<file path="src/rtl/recorder_pkg.sv">
// recorder_pkg
//   Shared definitions for the voice-recorder BRAM sequencer:
//   - FSM state encoding
//   - record/play mode constants
//   - default geometry (address width, sample width, decimation factor)
package recorder_pkg;

    localparam int AW_DEF    = 16;
    localparam int DW_DEF    = 8;
    localparam int DECIM_DEF = 8;

    localparam logic MODE_RECORD = 1'b0;
    localparam logic MODE_PLAY   = 1'b1;

    typedef enum logic [1:0] {
        S_IDLE    = 2'd0,
        S_WRITE   = 2'd1,
        S_READ    = 2'd2,
        S_CAPTURE = 2'd3
    } state_t;

endpackage

</file>
<file path="src/rtl/sample_rate_div.sv">
// sample_rate_div
//   Modulo-DECIM strobe counter used for DECIM:1 rate reduction.
//   Ports:
//     clock, reset : system clock, synchronous active-high reset
//     clear        : synchronous clear of the count
//     en           : advance the count by one (mod DECIM)
//     tick         : high while count == 0
//   When clear and en are both high, the strobe that caused the clear is
//   counted from zero, so the count lands on 1.
module sample_rate_div #(
    parameter int DECIM = 8
) (
    input  logic clock,
    input  logic reset,
    input  logic clear,
    input  logic en,
    output logic tick
);

    localparam int CW = (DECIM > 1) ? $clog2(DECIM) : 1;

    logic [CW-1:0] count_q;
    logic [CW-1:0] base;

    always_comb begin
        base = clear ? '0 : count_q;
    end

    always_ff @(posedge clock) begin
        if (reset) begin
            count_q <= '0;
        end else if (en) begin
            count_q <= (base == CW'(DECIM - 1)) ? '0 : base + CW'(1);
        end else if (clear) begin
            count_q <= '0;
        end
    end

    assign tick = (count_q == '0);

endmodule

</file>
<file path="src/rtl/recorder_mem_ctrl.sv">
// recorder_mem_ctrl
//   Sequences the single-port sample BRAM of the voice recorder. Record
//   mode writes incoming AC97 samples, playback mode reads them back in a
//   continuous loop. With rate reduction enabled for a recording, only every
//   DECIM-th sample is stored and each stored sample is held for DECIM
//   strobes on playback.
//   Ports:
//     clock, reset   : system clock, synchronous active-high reset
//     ready          : one-cycle sample strobe from the AC97 interface
//     playback       : 1 = play, 0 = record (sampled with ready)
//     filter         : rate-reduction enable (sampled with ready)
//     from_ac97_data : input sample, valid with ready
//     to_ac97_data   : playback sample (registered, held between updates)
//     mem_addr/mem_we/mem_din : registered BRAM controls
//     mem_dout       : BRAM read data, one-cycle latency
//     rec_len        : samples stored in the last/current recording
//     full           : write pointer reached 2^AW
//   Strobe protocol: ready is a pure valid with no back-pressure. It is
//   accepted only when the FSM is in S_IDLE; a strobe arriving while a
//   previous one is still being serviced is dropped. Servicing takes at most
//   four cycles, far below the sample period.
module recorder_mem_ctrl
    import recorder_pkg::*;
#(
    parameter int AW    = AW_DEF,
    parameter int DW    = DW_DEF,
    parameter int DECIM = DECIM_DEF
) (
    input  logic          clock,
    input  logic          reset,
    input  logic          ready,
    input  logic          playback,
    input  logic          filter,
    input  logic [DW-1:0] from_ac97_data,
    output logic [DW-1:0] to_ac97_data,
    output logic [AW-1:0] mem_addr,
    output logic          mem_we,
    output logic [DW-1:0] mem_din,
    input  logic [DW-1:0] mem_dout,
    output logic [AW:0]   rec_len,
    output logic          full
);

    state_t state_q, state_d;

    logic          mode_q;
    logic          rec_filt_q;
    logic          first_pend_q;   // no strobe accepted since reset
    logic          zero_pend_q;    // empty-recording playback: clear output next edge
    logic          cap_wait_q;     // second cycle of S_CAPTURE (BRAM data valid)
    logic [AW:0]   wr_ptr_q;
    logic [AW-1:0] rd_ptr_q;
    logic [AW:0]   end_len_q;
    logic [DW-1:0] sample_q;
    logic          full_q;

    // Strobe decode
    logic          accept;
    logic          to_play;
    logic          to_rec;
    logic          filt_eff;
    logic          full_eff;
    logic [AW:0]   end_len_eff;
    logic          tick;
    logic          tick_eff;
    logic          cnt_clear;
    logic          cnt_en;
    logic          write_go;
    logic          read_go;
    logic          zero_play;

    // Next values of the registered outputs
    logic [DW-1:0] to_ac97_d;
    logic [AW-1:0] mem_addr_d;
    logic          mem_we_d;
    logic [DW-1:0] mem_din_d;

    sample_rate_div #(.DECIM(DECIM)) u_rate_div (
        .clock (clock),
        .reset (reset),
        .clear (cnt_clear),
        .en    (cnt_en),
        .tick  (tick)
    );

    // Everything is decided on the accepting edge, using the values the
    // mode change is about to establish (cleared counter, new rec_filt,
    // captured end_len, cleared full).
    always_comb begin
        accept      = (state_q == S_IDLE) && ready;
        to_play     = accept && (playback == MODE_PLAY)   && (mode_q == MODE_RECORD);
        to_rec      = accept && (playback == MODE_RECORD) && (mode_q == MODE_PLAY);
        filt_eff    = (first_pend_q || to_rec) ? filter : rec_filt_q;
        full_eff    = to_rec ? 1'b0 : full_q;
        end_len_eff = to_play ? wr_ptr_q : end_len_q;
        cnt_clear   = to_play || to_rec;
        tick_eff    = cnt_clear || tick;
        cnt_en      = accept && filt_eff;
        write_go    = accept && (playback == MODE_RECORD) && !full_eff
                      && !(filt_eff && !tick_eff);
        zero_play   = accept && (playback == MODE_PLAY) && (end_len_eff == '0);
        read_go     = accept && (playback == MODE_PLAY) && (end_len_eff != '0)
                      && !(filt_eff && !tick_eff);
    end

    // FSM: state register
    always_ff @(posedge clock) begin
        if (reset) begin
            state_q <= S_IDLE;
        end else begin
            state_q <= state_d;
        end
    end

    // FSM: next state
    always_comb begin
        state_d = state_q;
        case (state_q)
            S_IDLE: begin
                if (write_go) begin
                    state_d = S_WRITE;
                end else if (read_go) begin
                    state_d = S_READ;
                end
            end
            S_WRITE:   state_d = S_IDLE;
            S_READ:    state_d = S_CAPTURE;
            S_CAPTURE: state_d = cap_wait_q ? S_IDLE : S_CAPTURE;
            default:   state_d = S_IDLE;
        endcase
    end

    // FSM: outputs (next values of the registered BRAM/sample outputs).
    // mem_we defaults low so every write is a single-cycle pulse.
    always_comb begin
        to_ac97_d  = to_ac97_data;
        mem_addr_d = mem_addr;
        mem_we_d   = 1'b0;
        mem_din_d  = mem_din;
        if (zero_pend_q) begin
            to_ac97_d = '0;
        end
        case (state_q)
            S_WRITE: begin
                mem_addr_d = wr_ptr_q[AW-1:0];
                mem_din_d  = sample_q;
                mem_we_d   = 1'b1;
            end
            S_READ: begin
                mem_addr_d = rd_ptr_q;
            end
            S_CAPTURE: begin
                if (cap_wait_q) begin
                    to_ac97_d = mem_dout;
                end
            end
            default: ;
        endcase
    end

    always_ff @(posedge clock) begin
        if (reset) begin
            to_ac97_data <= '0;
            mem_addr     <= '0;
            mem_we       <= 1'b0;
            mem_din      <= '0;
            mode_q       <= MODE_RECORD;
            rec_filt_q   <= 1'b0;
            first_pend_q <= 1'b1;
            zero_pend_q  <= 1'b0;
            cap_wait_q   <= 1'b0;
            wr_ptr_q     <= '0;
            rd_ptr_q     <= '0;
            end_len_q    <= '0;
            sample_q     <= '0;
            full_q       <= 1'b0;
        end else begin
            to_ac97_data <= to_ac97_d;
            mem_addr     <= mem_addr_d;
            mem_we       <= mem_we_d;
            mem_din      <= mem_din_d;
            zero_pend_q  <= zero_play;

            if (accept) begin
                mode_q       <= playback;
                first_pend_q <= 1'b0;
                sample_q     <= from_ac97_data;
                if (first_pend_q || to_rec) begin
                    rec_filt_q <= filter;
                end
            end
            if (to_play) begin
                end_len_q <= wr_ptr_q;
                rd_ptr_q  <= '0;
            end
            if (to_rec) begin
                wr_ptr_q <= '0;
                full_q   <= 1'b0;
            end

            case (state_q)
                S_WRITE: begin
                    wr_ptr_q <= wr_ptr_q + (AW+1)'(1);
                    // Last address written: pointer is about to reach 2^AW.
                    full_q   <= (wr_ptr_q[AW-1:0] == '1);
                end
                S_READ: begin
                    // Loop back to the start after the last stored sample.
                    if (({1'b0, rd_ptr_q} + (AW+1)'(1)) == end_len_q) begin
                        rd_ptr_q <= '0;
                    end else begin
                        rd_ptr_q <= rd_ptr_q + AW'(1);
                    end
                end
                S_CAPTURE: cap_wait_q <= !cap_wait_q;
                default: ;
            endcase
        end
    end

    assign rec_len = wr_ptr_q;
    assign full    = full_q;

endmodule

</file>
<file path="config.mk">
export PLATFORM = sky130hd
export DESIGN_NAME = recorder_mem_ctrl
export DESIGN_NICKNAME = d
export VERILOG_FILES = /design/src/rtl/recorder_pkg.sv /design/src/rtl/sample_rate_div.sv /design/src/rtl/recorder_mem_ctrl.sv
export SDC_FILE = /design/constraint.sdc
export NUM_CORES = 1
export LEC_CHECK = 0
export CAP_MARGIN = 20
export CORE_ASPECT_RATIO = 1.4
export CORE_MARGIN = 3
export CORE_UTILIZATION = 59
export CTS_CLUSTER_SIZE = 28
export DETAILED_ROUTE_END_ITERATION = 12
export GPL_TIMING_DRIVEN = 0
export PLACE_DENSITY = 0.82
export SLEW_MARGIN = 20
export SYNTH_ARGS = -nofsm -noshare
export SYNTH_HDL_FRONTEND = slang
export SYNTH_SLANG_ARGS = --single-unit
</file>
<file path="constraint.sdc">
create_clock -name clock -period 6.5 [get_ports clock]
set_input_delay 1.3 -clock clock [delete_from_list [all_inputs] [get_ports clock]]
set_output_delay 1.3 -clock clock [all_outputs]
set_load 0.1 [all_outputs]
</file>
==> flow_summary.toml <==
[drt]
ant_nets = 0
routed_via_density = 5.94
vias = 4618
drt_iter0_markers = 398
wl_um = 13700
dr.pass1.iters = 6
drc = 0
wire_per_inst_um = 17.6

[die]
die_x_um = 83.0
start_util_pct = 61.7
ios = 72
rows = 38
die_y_um = 114
dieArea_sq_um = 9450
coreArea_sq_um = 7940

[setup_path]
cp_max_fo = 7
required_ps = 5200
crit_family = "buffers and inverters"
reg2reg_slack_ps = 3390
worstSetupEndpointType = "output port"
worstSetupPathType = "flop to output port"
critPathBufInv = 1
max_stage_delay_ps = 1210
worstPathCellList = "clkdlybuf4s50_1"
r2r-end = "rd_ptr_q[0]$_SDFFE_PP0P_"
rr_startpoint = "rd_ptr_q[0]$_SDFFE_PP0P_"
cp.depth = 1
worstSetupStartpointType = "flop"
ff2ff_path_depth = 10
arrival_ps = 2160
cp_slowest_cell = "clkdlybuf4s50_1"

[pwr]
pwr_density_cell_nw_per_um2 = 316
power.leakage_uw = 0.00201
ir_worst_vdd_mv = 0.345

[clocking]
post_cts_resized = 0
clkLatencyLatePin_ps = 380
cts_hold_buf = 0
clockBufferDepth = 2
clock-sinks = 102
cts.clk_slew.worst_paths_ps = 100
htree_num_levels = 3
cts_setup_buffers = 0
clockRootBuffer = "clkbuf_8"
cts_made_buffers = 9
cts_tree = "done"

[worst_hold_path]
hp-class = "flop to flop"
worstHoldEndpoint = "sample_q[1]$_SDFFE_PP0N_"
hp-start = "sample_q[1]$_SDFFE_PP0N_"
hold_depth = 2

[global_route]
grt_pass1_vias = 4486
grt.overflow.total = 0
grt_max_degree = 17
grt_util_met1_pct = 32.4
grt_use_met3_pct = 4.99
top_usage_layer = "met2"
antenna_found_initial = 0
grt_util_met2_pct = 52.1
track_usage_pct = 28.9
grt_first_pass_wirelength_um = 22100

[sta]
final_max_slew_viol_count = 0
fin_tns_setup_ps = 0
hold_viol = 0
setup_violations = 0
min_period_over_period_pct = 53.2
finalCriticalPeriod_ps = 3460
slew_headroom_pct = 32.7
fmax_mhz = 289
skew_ps = 9.06
rsz0062_at_grt = "no"
worstMarginPinSlew_ps = 1010

[outcome]
outcome = "finished clean"

[yosys]
synth.cells.most_frequent = "102 x dfxtp_1, 95 x nand2_1, 62 x a21oi_1"
synthDistinctLibCells = 49
synth_area_leaders = "dfxtp_1 42%, nand2_1 7.3%, a21oi_1 6.3%"
ys_async_sr_fraction_pct = 0
syn-num-nets = 621
avgSynthCellArea_sq_um = 8.28
ys.flop_type = "dfxtp_1"
yosysWarnings = 0
seq_area_frac_synth_pct = 41.7
synth_edf_count = 0
netlist_area_sq_um = 4900
yosysTopAreaCellShare_pct = 41.7
yosys.area.top_type = "dfxtp_1"
yosysMostFrequentCell = "dfxtp_1"
synthCells = 592
ys_ff_latch = 102

[cells_and_area]
nNetsFinal = 703
diodes = 0
drive_gt1_share_pct = 6.49
instances_no_fill = 778
syn2layout_area_growth_pct = 20.3
fill_cells = 630

[place]
place_inst = 763
routabilityCongestion = 0.907
hpwlAfterDp_um = 10300
io_buffer_count = 71

[job]
drv_cap = 0
-- how the worst max path moves through the flow --
stage                                        from                  endpoint  slack (ps)
final                     rec_len[1]$_SDFFE_PP0P_                rec_len[1]        3040
after global routing                        ready  rd_ptr_q[9]$_SDFFE_PP0P_        3000
after CTS                 rec_len[0]$_SDFFE_PP0P_                rec_len[0]        3040
after detailed placement                    ready  rd_ptr_q[9]$_SDFFE_PP0P_        2870
after global placement                      ready  rd_ptr_q[2]$_SDFFE_PP0P_        2930
after floorplan                             ready   state_q[1]$_SDFFE_PP0P_        3810
-- metal layers --
layer	part of all wire, %	vias to the layer above
met1	40	2201
li1	-	2225
met3	4.9	39
met2	52	153
met4	3.8	0
met5	0	-
-- flip-flops by register name (all words and copies together) (netlist names), 2 cells and up --
register and flops:
mem_din 8, rec_len 17, state_q 2, rd_ptr_q 16, sample_q 8, to_ac97_data 8
end_len_q 17, mem_addr 16, u_rate_div.count_q 3
-- cell type report --
cell class | count | area, sq um | area share [%]
multi-input cells | 442 | 2660 | 45.1
plain buffers | 43 | 183 | 3.10
inverters | 5 | 18.8 | 0.318
repair buffers | 71 | 711 | 12.0
flip-flops and latches | 102 | 2040 | 34.6
clock buffers | 9 | 124 | 2.10
clock inverters | 6 | 37.5 | 0.636
well taps | 100 | 125 | 2.12
-- logic make-up (layout without fill, tap and decap cells) --
family	Yosys count	after routing	share of synthesized area [%]
AND/OR/NAND/NOR	252	252	24.4
multiplexers	34	34	7.02
AO/OA/AOI/OAI	113	113	14.5
adder cells (fa/ha/maj)	8	8	2.04
buffers and inverters	48	134	4.11
XOR/XNOR	35	35	6.25
flip-flops	102	102	41.7
-- cell usage in the layout, fill, tap and decap left out, types with 3 or more instances in the layout --
master | netlist | layout
clkbuf_8 | 0 | 9
mux2i_1 | 31 | 31
dfxtp_1 | 102 | 102
nor3_1 | 7 | 7
ha_1 | 8 | 8
xnor2_1 | 22 | 22
inv_1 | 5 | 5
nor2_1 | 50 | 50
nand3_1 | 31 | 31
buf_1 | 3 | 3
mux2_2 | 3 | 3
a211oi_1 | 21 | 21
buf_2 | 7 | 7
a22o_1 | 3 | 3
clkbuf_1 | 30 | 30
xor2_1 | 13 | 13
nor4_1 | 9 | 9
clkinv_2 | 0 | 4
clkdlybuf4s50_1 | 0 | 71
o21ai_0 | 7 | 7
nand3b_1 | 13 | 13
nand2b_1 | 3 | 3
o311ai_0 | 3 | 3
and2_1 | 4 | 4
nand2_1 | 95 | 95
a21oi_1 | 62 | 62
and4_1 | 3 | 3
or2_2 | 12 | 12
and3_1 | 6 | 6
or3_1 | 5 | 5
nand4_1 | 10 | 10
-- report_power, final --
group / internal (uW) / total, uW / switching [uW] / leakage (uW)
Clock: 137 / 355 / 218 / 0.0000890
Sequential: 688 / 738 / 50.5 / 0.000827
Combinational: 234 / 769 / 535 / 0.00109
-- through the flow --
stage               power, uW  instance area, sq um  hold slack (ps)  setup slack, ps  utilization, %
finish                   1860                  5900              470             3040            74.3
global placement         1500                  5740              442             2930            72.3
detailed placement       1510                  5740              456             2870            72.3
global route             1940                  5900              484             3000            74.3
CTS                      1860                  5900              469             3040            74.3
floorplan                1330                  4900              436             3810               -
No activity file was read; power rests on OpenSTA's default activity.
